[src/rtl/multicycle_control_fsm_if.sv]
// Control-unit bus: run/instruction/memory handshake in, datapath controls out.
interface multicycle_control_fsm_if #(
  parameter int CNT_W = 32
);
  logic             run;
  logic [5:0]       opcode;
  logic [5:0]       funct;
  logic             mem_ready;
  logic             mem_req;
  logic             MemRead;
  logic             MemWrite;
  logic             ir_write;
  logic             pc_write;
  logic [1:0]       pc_src;
  logic             RegRead;
  logic             RegWrite;
  logic [1:0]       reg_dst;
  logic             ALUSrc;
  logic             Branch;
  logic             MemToReg;
  logic [2:0]       state;
  logic             instr_done;
  logic [CNT_W-1:0] instr_count;
  logic             fault;

  // Control unit side
  modport master (
    input  run, opcode, funct, mem_ready,
    output mem_req, MemRead, MemWrite, ir_write, pc_write, pc_src,
           RegRead, RegWrite, reg_dst, ALUSrc, Branch, MemToReg,
           state, instr_done, instr_count, fault
  );

  // Datapath / memory / sequencer side
  modport slave (
    output run, opcode, funct, mem_ready,
    input  mem_req, MemRead, MemWrite, ir_write, pc_write, pc_src,
           RegRead, RegWrite, reg_dst, ALUSrc, Branch, MemToReg,
           state, instr_done, instr_count, fault
  );
endinterface

[src/rtl/multicycle_control_fsm.sv]
// Multi-cycle MIPS control unit: IDLE/FETCH/DECODE/EXEC/MEM/WB sequencing,
// variable-latency memory handshake with timeout fault, retired counter.
module multicycle_control_fsm #(
  parameter int CNT_W       = 32,
  parameter int MEM_TIMEOUT = 16
) (
  input  logic clk,
  input  logic rst_n,
  multicycle_control_fsm_if.master bus
);

  typedef enum logic [2:0] {
    S_IDLE   = 3'd0,
    S_FETCH  = 3'd1,
    S_DECODE = 3'd2,
    S_EXEC   = 3'd3,
    S_MEM    = 3'd4,
    S_WB     = 3'd5,
    S_FAULT  = 3'd7
  } state_t;

  typedef enum logic [3:0] {
    C_R, C_JR, C_LUI, C_J, C_JAL, C_BR, C_ST, C_LD, C_IALU
  } cls_t;

  // Wait counter only needs to reach MEM_TIMEOUT-1; the last wait cycle is
  // detected by comparison rather than by counting to MEM_TIMEOUT.
  localparam int WCNT_W = (MEM_TIMEOUT > 1) ? $clog2(MEM_TIMEOUT) : 1;
  localparam logic [WCNT_W-1:0] WAIT_LAST =
    WCNT_W'((MEM_TIMEOUT > 0) ? MEM_TIMEOUT - 1 : 0);

  state_t           state_q, state_d;
  logic [5:0]       op_q, fn_q;
  logic [WCNT_W-1:0] wait_q;
  logic [CNT_W-1:0] cnt_q;
  logic             done_q;
  logic             retire, latch, waiting, timeout;
  cls_t             cls;

  // Instruction class from the latched opcode/funct
  always_comb begin
    cls = C_IALU;
    case (op_q)
      6'h00:                      cls = (fn_q == 6'h08) ? C_JR : C_R;
      6'h0F:                      cls = C_LUI;
      6'h02:                      cls = C_J;
      6'h03:                      cls = C_JAL;
      6'h04, 6'h05:               cls = C_BR;
      6'h28, 6'h29, 6'h2B:        cls = C_ST;
      6'h20, 6'h21, 6'h23,
      6'h24, 6'h25:               cls = C_LD;
      default:                    cls = C_IALU;
    endcase
  end

  // Memory wait tracking: a wait cycle is any FETCH/MEM cycle without ready
  always_comb begin
    waiting = ((state_q == S_FETCH) || (state_q == S_MEM)) && !bus.mem_ready;
    timeout = (MEM_TIMEOUT > 0) && waiting && (wait_q == WAIT_LAST);
  end

  // Next-state and per-state control decode
  always_comb begin
    state_d      = state_q;
    retire       = 1'b0;
    latch        = 1'b0;
    bus.mem_req  = 1'b0;
    bus.MemRead  = 1'b0;
    bus.MemWrite = 1'b0;
    bus.ir_write = 1'b0;
    bus.pc_write = 1'b0;
    bus.pc_src   = 2'd0;
    bus.RegRead  = 1'b0;
    bus.RegWrite = 1'b0;
    bus.reg_dst  = 2'd0;
    bus.ALUSrc   = 1'b0;
    bus.Branch   = 1'b0;
    bus.MemToReg = 1'b0;
    case (state_q)
      S_IDLE: begin
        if (bus.run) state_d = S_FETCH;
      end
      S_FETCH: begin
        bus.mem_req  = 1'b1;
        bus.MemRead  = 1'b1;
        bus.ir_write = bus.mem_ready;
        bus.pc_write = bus.mem_ready;
        if (bus.mem_ready) begin
          latch   = 1'b1;
          state_d = S_DECODE;
        end else if (timeout) begin
          state_d = S_FAULT;
        end
      end
      S_DECODE: begin
        bus.RegRead = (cls inside {C_R, C_JR, C_BR, C_ST, C_LD});
        state_d     = S_EXEC;
      end
      S_EXEC: begin
        bus.ALUSrc = (cls inside {C_LUI, C_IALU, C_LD, C_ST});
        bus.Branch = (cls == C_BR);
        if (cls inside {C_J, C_JAL}) begin
          bus.pc_write = 1'b1;
          bus.pc_src   = 2'd1;
        end else if (cls == C_JR) begin
          bus.pc_write = 1'b1;
          bus.pc_src   = 2'd2;
        end
        if (cls inside {C_BR, C_J, C_JR}) retire  = 1'b1;
        else if (cls inside {C_LD, C_ST}) state_d = S_MEM;
        else                              state_d = S_WB;
      end
      S_MEM: begin
        bus.mem_req  = 1'b1;
        bus.ALUSrc   = 1'b1;
        bus.MemRead  = (cls == C_LD);
        bus.MemWrite = (cls == C_ST);
        if (bus.mem_ready) begin
          if (cls == C_ST) retire  = 1'b1;
          else             state_d = S_WB;
        end else if (timeout) begin
          state_d = S_FAULT;
        end
      end
      S_WB: begin
        bus.RegWrite = 1'b1;
        bus.reg_dst  = (cls == C_R) ? 2'd1 : (cls == C_JAL) ? 2'd2 : 2'd0;
        bus.MemToReg = (cls == C_LD);
        retire       = 1'b1;
      end
      S_FAULT: state_d = S_FAULT;
      default: state_d = S_IDLE;
    endcase
    if (retire) state_d = bus.run ? S_FETCH : S_IDLE;
  end

  // State, instruction latch, wait counter and retire bookkeeping
  always_ff @(posedge clk) begin
    if (!rst_n) begin
      state_q <= S_IDLE;
      op_q    <= '0;
      fn_q    <= '0;
      wait_q  <= '0;
      cnt_q   <= '0;
      done_q  <= 1'b0;
    end else begin
      state_q <= state_d;
      if (latch) begin
        op_q <= bus.opcode;
        fn_q <= bus.funct;
      end
      // Leaving FETCH/MEM or seeing ready always clears, so entry starts at 0
      wait_q <= waiting ? wait_q + WCNT_W'(1) : '0;
      done_q <= retire;
      if (retire) cnt_q <= cnt_q + CNT_W'(1);
    end
  end

  assign bus.state       = state_q;
  assign bus.instr_done  = done_q;
  assign bus.instr_count = cnt_q;
  assign bus.fault       = (state_q == S_FAULT);

endmodule

[src/flat_wrapper.sv]
// flat-port wrapper written by rule: the top's interface ports become plain ports
module multicycle_control_fsm_flat 
#(
  parameter int CNT_W       = 32,
  parameter int MEM_TIMEOUT = 16
)
  (clk, rst_n, bus_run, bus_opcode, bus_funct, bus_mem_ready, bus_mem_req, bus_MemRead, bus_MemWrite, bus_ir_write, bus_pc_write, bus_pc_src, bus_RegRead, bus_RegWrite, bus_reg_dst, bus_ALUSrc, bus_Branch, bus_MemToReg, bus_state, bus_instr_done, bus_instr_count, bus_fault);
  multicycle_control_fsm_if #(.CNT_W(CNT_W)) bus_i ();
  input  logic clk;
  input  logic rst_n;
  input wire logic [$bits(bus_i.run)-1:0] bus_run;
  input wire logic [$bits(bus_i.opcode)-1:0] bus_opcode;
  input wire logic [$bits(bus_i.funct)-1:0] bus_funct;
  input wire logic [$bits(bus_i.mem_ready)-1:0] bus_mem_ready;
  output wire logic [$bits(bus_i.mem_req)-1:0] bus_mem_req;
  output wire logic [$bits(bus_i.MemRead)-1:0] bus_MemRead;
  output wire logic [$bits(bus_i.MemWrite)-1:0] bus_MemWrite;
  output wire logic [$bits(bus_i.ir_write)-1:0] bus_ir_write;
  output wire logic [$bits(bus_i.pc_write)-1:0] bus_pc_write;
  output wire logic [$bits(bus_i.pc_src)-1:0] bus_pc_src;
  output wire logic [$bits(bus_i.RegRead)-1:0] bus_RegRead;
  output wire logic [$bits(bus_i.RegWrite)-1:0] bus_RegWrite;
  output wire logic [$bits(bus_i.reg_dst)-1:0] bus_reg_dst;
  output wire logic [$bits(bus_i.ALUSrc)-1:0] bus_ALUSrc;
  output wire logic [$bits(bus_i.Branch)-1:0] bus_Branch;
  output wire logic [$bits(bus_i.MemToReg)-1:0] bus_MemToReg;
  output wire logic [$bits(bus_i.state)-1:0] bus_state;
  output wire logic [$bits(bus_i.instr_done)-1:0] bus_instr_done;
  output wire logic [$bits(bus_i.instr_count)-1:0] bus_instr_count;
  output wire logic [$bits(bus_i.fault)-1:0] bus_fault;
  assign bus_i.run = bus_run;
  assign bus_i.opcode = bus_opcode;
  assign bus_i.funct = bus_funct;
  assign bus_i.mem_ready = bus_mem_ready;
  assign bus_mem_req = bus_i.mem_req;
  assign bus_MemRead = bus_i.MemRead;
  assign bus_MemWrite = bus_i.MemWrite;
  assign bus_ir_write = bus_i.ir_write;
  assign bus_pc_write = bus_i.pc_write;
  assign bus_pc_src = bus_i.pc_src;
  assign bus_RegRead = bus_i.RegRead;
  assign bus_RegWrite = bus_i.RegWrite;
  assign bus_reg_dst = bus_i.reg_dst;
  assign bus_ALUSrc = bus_i.ALUSrc;
  assign bus_Branch = bus_i.Branch;
  assign bus_MemToReg = bus_i.MemToReg;
  assign bus_state = bus_i.state;
  assign bus_instr_done = bus_i.instr_done;
  assign bus_instr_count = bus_i.instr_count;
  assign bus_fault = bus_i.fault;
  multicycle_control_fsm #(.CNT_W(CNT_W), .MEM_TIMEOUT(MEM_TIMEOUT)) u_core (.clk(clk), .rst_n(rst_n), .bus(bus_i));
endmodule
[config.mk]
export PLATFORM = sky130hd
export DESIGN_NAME = multicycle_control_fsm_flat
export DESIGN_NICKNAME = d
export VERILOG_FILES = /design/src/rtl/multicycle_control_fsm_if.sv /design/src/rtl/multicycle_control_fsm.sv /design/src/flat_wrapper.sv
export SDC_FILE = /design/constraint.sdc
export NUM_CORES = 1
export LEC_CHECK = 0
export ABC_AREA = 1
export CAP_MARGIN = 40
export CORE_ASPECT_RATIO = 1.75
export CORE_MARGIN = 3
export CORE_UTILIZATION = 45
export DETAILED_ROUTE_END_ITERATION = 6
export PLACE_DENSITY_LB_ADDON = 0.1
export SYNTH_ARGS = -nofsm -noshare
export SYNTH_HDL_FRONTEND = slang
export SYNTH_SLANG_ARGS = --single-unit
[constraint.sdc]
create_clock -name clk -period 1.74 [get_ports clk]
set_clock_uncertainty 0.1 [all_clocks]
set_input_delay 0.174 -clock clk [delete_from_list [all_inputs] [get_ports clk]]
set_output_delay 0.174 -clock clk [all_outputs]
set_load 0.01 [all_outputs]
Word-level counts from Yosys, hierarchy flattened --
Index checks and enable logic that the tools add are counted.
Word-level totals: register bits after elaboration 52, bits in latches 0, RAM bits 0, ROM bits 0, input bits 16, output and inout port bits 51, logic and storage cells 95, memories 0
Operators by class: add/sub/neg operators 2, multipliers 0, divide/modulo/power cells 0, $lt $le $gt $ge 0, eq/ne operators 33, shifts and indexed selects 0, muxes and demuxes 36, bitwise logic cells 0, reduce and logical (&&, ||, !) cells 18
Operators by type and width (count):
- $eq A6 B6 Y1 const B | 8
- $add A32 B1 Y32 const B | 1
- $pmux W4 S7 | 1
- $mux W3 | 7
- $pmux W3 S7 | 1
- $mux W1 | 17
- $eq A4 B3 Y1 const B | 4
- $eq A6 B2 Y1 const B | 2
- $eq A6 B3 Y1 const B | 2
- $eq A6 B4 Y1 const B | 2
- $mux W2 | 6
- $eq A3 B3 Y1 const B | 3
- $eq A4 B2 Y1 const B | 2
- $eq A4 B4 Y1 const B | 2
- $eq A3 B2 Y1 const B | 2
- $logic_not A6 Y1 | 1
- $ne A3 B2 Y1 const B | 2
- $pmux W1 S2 | 3
- $reduce_bool A5 Y1 | 1
- $reduce_or A5 Y1 | 1
- $add A4 B1 Y4 const B | 1
- $eq A4 B1 Y1 const B | 1
- $logic_not A4 Y1 | 1
- $ne A4 B3 Y1 const B | 1
- 14 further kinds | 17

Logic depth before layout (Yosys ltp) --
Gate-level depths: netlist (run 1).
depth in word-level cells 9, gate-level depth with buffers 11, depth with buffers taken out 11

Worst setup path before layout (run 1) --
Ideal clock, no wire load.
path type flip-flop to flip-flop, from register u_core.cnt_q[0], in the netlist u_core.bus.instr_count[0], to register u_core.cnt_q[26], in the netlist u_core.bus.instr_count[26], library setup time 0.132 ns, arrival time 1.484 ns, data required time 1.508 ns, path slack 0.024 ns, stages on the path, launching flop included 12, buffers on the path 1, period minus slack after synthesis 1.716 ns, cells stage by stage dfxtp_1 > ha_1 > buf_2 > nand3_2 > inv_2 > nand2_2 > nor2_1 > nand2_1 > nand2_1 > nand2_1 > nand2_1 > a21oi_1
On the way: word-level cells in the longest chain between the ends 1
Ends and longest elaborated chain:
- from (decl) | line multicycle_control_fsm.sv:35 | logic [CNT_W-1:0] cnt_q;
- from (signal assigned) | line multicycle_control_fsm.sv:155 | if (retire) cnt_q <= cnt_q + CNT_W'(1);
- $add A32 B1 Y32 | line multicycle_control_fsm.sv:155
No other way between the ends. A chain may end at the register's enable or synchronous reset.

Worst setup path after layout (run 1) --
from register u_core.op_q[4], to register u_core.cnt_q[12], in the netlist u_core.bus.instr_count[12]
On the way: word-level cells in the longest chain between the ends 7, elaborated cells on any way between the ends 27, classes of those cells 17 x eq/ne; 5 x mux; 5 x reduce/logical
Ends and longest elaborated chain:
- from (decl) | line multicycle_control_fsm.sv:33 | logic [5:0] op_q, fn_q;
- from (signal assigned) | line multicycle_control_fsm.sv:149 | op_q <= bus.opcode;
- $eq A6 B6 Y1 or $eq A6 B3 Y1 (tied branches) | line multicycle_control_fsm.sv:43 | case (op_q)
- $reduce_or A5 Y1, or another cell as far along | line multicycle_control_fsm.sv:43
- $pmux W4 S7 (*) | line multicycle_control_fsm.sv:43
- $eq A4 B3 Y1, or another cell as far along | line multicycle_control_fsm.sv:109 | if (cls inside {C_BR, C_J, C_JR}) retire = 1'b1;
- $reduce_bool A3 Y1 or $mux W1 (tied branches) | line multicycle_control_fsm.sv:109, multicycle_control_fsm.sv:119
- $mux W1, on equally long branches | line multicycle_control_fsm.sv:109, multicycle_control_fsm.sv:118
- $pmux W1 S3 (*) | line multicycle_control_fsm.sv:79 | case (state_q)
Mark *: on every way between the ends. The rest lies on a longest branch, timed or not.

==> results.md, run 1 <==
- Failing checks: setup timing
- Most common cell after layout, fill and taps aside: nand2_1
- Post-Syn Area: 3240 sq um
- Outcome: finished with violations
- Final hold violations: 0
- Distinct cells, synth: 32
- Area growth syn-to-layout: 49.3%
- Worst Min Path Start: bus_funct[5]
- First-pass GRT wire length: 18.4 mm
- Worst-path fanout max: 8
- PD cells: 636 nW/um^2
- Nets: 669
- Placed cells: 714
- Residual DRC: 0
- Die area: 8290 sq um
- Startpoint Class: flop
- Final cell count without fillers: 736
- Final WS setup: -0.208 ns
- 1st-iter DRT viols: 240
- Starting Density: 46.9%
- Largest area contributor in the netlist: dfxtp_1
- Worst-Margin Slew: 0.336 ns
- Critical Path End Type: flop
- Die X: 70.1 microns
- Multi-input logic area: 2120 sq um
- Routed wire length: 11.6 mm
- Tot GR Track Use: 27.5%
- CTS root buf: clkbuf_16
- Seq cells post-synth: 52
- Die H: 118 microns
- Final setup fails: 43
- Hold crit path type: in2reg
- Max_cap viols: 0
- Fill cell count: 637
- F_max: 513 MHz
- Critical path arrival: 2.07 ns
- Worst flop-to-flop path startpoint: u_core.op_q[4]$_SDFFE_PN0P_
- DR WL/cell: 15.7 microns
- Num CTS Buffers: 5
- Top Ports: 67
- Post-synthesis sequential area ratio: 32.1%
- Core ar.: 6910 sq um
- Crit Path Class: reg2reg
- Slew Limit Fails: 0
- Worst-path clk slew: 0.07 ns
- Antenna diodes: 0
- Register area: 1060 sq um
- Final period util: 112%
- Tmin final: 1.95 ns
- Clock Tree Buf Depth: 2
- Syn avg cell area: 6.30 sq um
- Share of cells above drive strength 1: 25.9%
- Clock latency on the worst-skew pair: 0.30 ns
- Crit path launch: u_core.op_q[4]$_SDFFE_PN0P_
- Leak: 1.95 nW
- Grt ovf: 0
- Sink Count: 52
- Worst VDD drop: 0.545 mV
- RePlAce Congestion: 0.946
- Vias: 3982
- Max-slew headroom: 77.6%
- H-tree level count: 2
- Yosys warns: 0
- Crit path required time: 1.86 ns
- Vias in the first global route: 3970
- Most frequent cells in the layout: 151 x nand2_1, 74 x nor2_1, 71 x buf_4
- CTS tree: yes
- RSZ-0062 raised after global routing: yes
- Detail Placement HPWL: 8.27 mm
- Area contributors post-synth: dfxtp_1 32%, nand2_1 19%, nor2_1 9.4%, nand4_1 6.4%, a21oi_1 6.3%
- Hold depth: 3
- FP Rows: 40
- DRT antenna net count: 0
- Post-synth top area share: 32.1%
- Setup tns final: -5.25 ns
- Via density: 5.41
- Post-synth net total: 532
- Pin count of the biggest net entering global routing: 36
- Cells after Synth: 514
- Reg2Reg Depth: 13
- Initial DRT Pass Iterations: 4
- PortBufs: 66
- Initial antenna violation count: 0
==> metrics by stage <==
step,instance area (sq um),total power (W),hold slack (ns),setup WS (ns),utilization [%]
after floorplan,3240,0.00159,0.209,0.0237,-
after global placement,4420,0.00188,0.333,-0.209,64.0
after detailed placement,4420,0.00189,0.345,-0.259,64.0
after CTS,4750,0.00302,0.354,-0.127,68.8
after global routing,4830,0.00320,0.377,-0.304,70.0
final,4830,0.00308,0.356,-0.208,70.0
==> cell usage after synthesis <==
| master | n |
|---|---|
| clkbuf_1 | 5 |
| a41oi_1 | 1 |
| nand3_4 | 1 |
| nor2_4 | 2 |
| buf_2 | 8 |
| xnor2_1 | 5 |
| a221oi_1 | 1 |
| a21oi_1 | 41 |
| nand2_2 | 5 |
| o21ai_0 | 12 |
| nand3_2 | 2 |
| a211oi_1 | 1 |
| inv_2 | 9 |
| nor3_1 | 3 |
| nor2_2 | 9 |
| nor3b_1 | 1 |
| nand3_1 | 15 |
| inv_1 | 26 |
| nand4_1 | 33 |
| clkinv_1 | 1 |
| xor2_1 | 11 |
| buf_6 | 3 |
| buf_1 | 3 |
| dfxtp_1 | 52 |
| o22ai_1 | 1 |
| o21ai_1 | 4 |
| a21boi_0 | 1 |
| nand3b_1 | 13 |
| nor2_1 | 81 |
| nand2_1 | 160 |
| o211ai_1 | 2 |
| ha_1 | 2 |
==> sequential cells by signal (all words and copies together) (netlist names) <==
register                flops
u_core.fn_q                 6
u_core.op_q                 6
u_core.bus.instr_count     32
u_core.wait_q               4
u_core.bus.instr_done       1
u_core.bus.state            3
==> critical path: stages, from the launching register on <==
cell,delay (ns)
dfxtp_2,0.35
nor2_4,0.16
nand2_4,0.08
nor2_4,0.12
buf_4,0.14
nand2_2,0.06
nand2_2,0.08
buf_4,0.11
buf_6,0.10
nand2_8,0.07
nand3_4,0.13
buf_6,0.16
nand2_1,0.06
a21oi_1,0.15
==> logic make-up after synthesis <==
group           count (synthesis)  synth area share (%)
simple gates                  325                  44.9
fa+ha+maj                       2                 0.773
buf+inv                        55                  7.38
xor+xnor                       16                  4.33
flops                          52                  32.1
compound gates                 64                  10.5
==> what timing repair did <==
action,4_1_cts,5_1_grt
pin swaps,16,7
setup buffers,12,1
hold buffers,0,0
endpoints found under the setup margin,44,47
cloned,2,0
endpoints found under the hold margin,0,0
gates resized for setup,91,29
==> final timing paths <==
kind	end	slack (ns)
worst min-delay path	u_core.fn_q[5]$_SDFFE_PN0P_	0.36
worst min register to register	u_core.wait_q[0]$_SDFF_PN0_	0.36
worst max register to register	u_core.bus.instr_count[12]$_SDFFE_PN0P_	-0.21
worst max-delay path	u_core.bus.instr_count[12]$_SDFFE_PN0P_	-0.21
==> area by class of cell <==
cell class | count | area share, %
Clock buffer | 5 | 2.59
Clock inverter | 3 | 0.440
Inverter | 36 | 2.85
Multi-Input combinational cell | 408 | 43.9
Sequential cell | 52 | 22.0
Tap cell | 84 | 2.17
Timing Repair Buffer | 148 | 26.1
==> power breakdown <==
group / switching, W / internal, W / leakage (nW) / total, W
clock: 0.000482 / 0.000537 / 0.0702 / 0.00102
combinational: 0.000400 / 0.000373 / 1.46 / 0.000774
sequential: 0.0000449 / 0.00124 / 0.425 / 0.00128
==> layer usage <==
metal  routed length (microns)  vias up  track usage (%)  share of wire (%)
li1                          -     1966                -                  -
met1                      4130     1824             27.7                 36
met2                      6330      145             52.8                 55
met3                       464       47             3.66                4.0
met4                       662        0             14.7                5.7
met5                         0        -                0                  0
(Power assumes the default switching activity.)
==> inputs of run 2 (changes only) <==
CORE_UTILIZATION = 47   (was 45)
==> run 2 against run 1 <==
Sequential power is essentially flat. The flow still finishes with violations (setup timing). Utilization grew 9.3 points. Sequential cell count is the same. Maximum frequency shrank 4.5%. Largest cell class unchanged. Via count grew 4.9%. Sequential share of layout area shrank 1.5 points. Critical path depth shrank 2. Routed wire length grew 12%. Worst hold slack lost 0.0025 ns. Combinational power grew 18%.
==> results.md, run 2 (synthesis gave the netlist of run 1 again) <==
- Outcome: finished with violations
- Failing checks: setup timing
- Crit Path Class: reg2reg
- Critical path arrival: 2.18 ns
- Routed wire length: 13.0 mm
- Final setup fails: 45
- First-pass GRT wire length: 18.7 mm
- Final period util: 117%
- Initial antenna violation count: 0
- Area growth syn-to-layout: 61.4%
- H-tree level count: 2
- Pin count of the biggest net entering global routing: 24
- Critical path cell sequence: inv_4 -> buf_4 -> nor2_1 -> o211ai_1 -> nor2_2 -> nand2_2 -> nand3_4 -> buf_6 -> buf_8 -> nand2_1 -> a21oi_2
- Crit path required time: 1.88 ns
- Max_cap viols: 0
- PD cells: 660 nW/um^2
- Hold crit path type: reg2reg
- Core ar.: 6590 sq um
- Slew Limit Fails: 0
- Max-slew headroom: 71.5%
- Slowest CP cell: dfxtp_4
- Max reg flops: 32
- Nets: 666
- Worst-Margin Slew: 0.427 ns
- Top Ports: 67
- FP Rows: 39
- Tot GR Track Use: 31.2%
- Sink Count: 52
- Utilization after layout: 79.3%
- Clock Tree Buf Depth: 2
- Die H: 116 microns
- PortBufs: 66
- Tmin final: 2.04 ns
- Num CTS Buffers: 5
- Vias in the first global route: 4021
- Placed cells: 706
- Die X: 68.7 microns
- Share of cells above drive strength 1: 35.3%
- Final WS setup: -0.299 ns
- Worst VDD drop: 0.559 mV
- CTS tree: yes
- Worst-path fanout max: 5
- Overall Power: 0.00345 W
- RePlAce Congestion: 0.962
- Most common cell after layout, fill and taps aside: nand2_1
- Grt ovf: 0
- Final cell count without fillers: 731
- Residual DRC: 0
- Starting Density: 49.2%
- RSZ-0062 raised after global routing: yes
- Antenna diodes: 0
- Clock latency on the worst-skew pair: 0.30 ns
- Via density: 5.71
- Startpoint Class: flop
- DR WL/cell: 17.7 microns
- Critical Path End Type: flop
- DRT antenna net count: 0
- F_max: 490 MHz
- Vias: 4177
- Final hold violations: 0
- Fill cell count: 479
- Most frequent cells in the layout: 123 x nand2_1, 64 x nor2_1, 63 x buf_4
- Leak: 2.15 nW
- CP peak stage delay: 0.39 ns
- Die area: 7960 sq um
- Initial DRT Pass Iterations: 5
- Detail Placement HPWL: 8.37 mm
- # hold bufs at CTS: 0
- Worst-path clk slew: 0.07 ns
- 1st-iter DRT viols: 368
- CTS root buf: clkbuf_16
## run 2: where the power goes
group	total, W	internal, W	switching, W	leakage (nW)
logic	0.000916	0.000436	0.000480	1.63
clock network	0.00124	0.000759	0.000483	0.0901
registers	0.00129	0.00124	0.0000519	0.426
## run 2: final timing paths
check	start	endpoint	slack, ns	cells after the start
worst max register to register	u_core.op_q[3]$_SDFFE_PN0P_	u_core.bus.instr_count[16]$_SDFFE_PN0P_	-0.30	11
worst min-delay path	u_core.wait_q[0]$_SDFF_PN0_	u_core.wait_q[0]$_SDFF_PN0_	0.35	1
worst max-delay path	u_core.op_q[3]$_SDFFE_PN0P_	u_core.bus.instr_count[16]$_SDFFE_PN0P_	-0.30	11
worst min register to register	u_core.wait_q[0]$_SDFF_PN0_	u_core.wait_q[0]$_SDFF_PN0_	0.35	1
## run 2: cell type report
class	count	area [sq um]	share of cell area, %
Inverter	36	153	2.92
Sequential cell	52	1070	20.4
Multi-Input combinational cell	407	2360	45.1
Tap cell	82	103	1.96
Timing Repair Buffer	146	1360	26.1
Clock buffer	7	153	2.92
Clock inverter	1	30.0	0.575
## run 2: per-stage QoR
stage / area, sq um / setup TNS, ns / hold WS (ns) / setup slack, ns
after global routing: 5230 / -11.48 / 0.387 / -0.328
after global placement: 4400 / -1.34 / 0.334 / -0.202
final: 5230 / -10.18 / 0.354 / -0.299
after CTS: 4810 / -1.57 / 0.352 / -0.175
after detailed placement: 4400 / -2.09 / 0.336 / -0.294
after floorplan: 3240 / 0 / 0.209 / 0.0237
## run 2: what timing repair did
action                     4_1_cts  5_1_grt
resized for setup              104      111
gates cloned                     3        1
setup endpoints to repair       41       48
pin swaps                       10       23
buffers inserted                 9        7
## run 2: per-layer routing
layer	wire length [microns]	global-route usage [%]	vias to the layer above
met5	0	0	-
met4	1020	20.8	0
met3	591	5.72	74
met2	6810	55.6	178
met1	4530	31.4	1977
li1	-	-	1948
## run 2: critical path, delay by kind of cell, from the launching register on
kind | cells | cell delay, ns
buffers and inverters | 4 | 0.45
AO/OA/AOI/OAI | 2 | 0.31
flip-flops | 1 | 0.39
AND/OR/NAND/NOR | 5 | 0.71
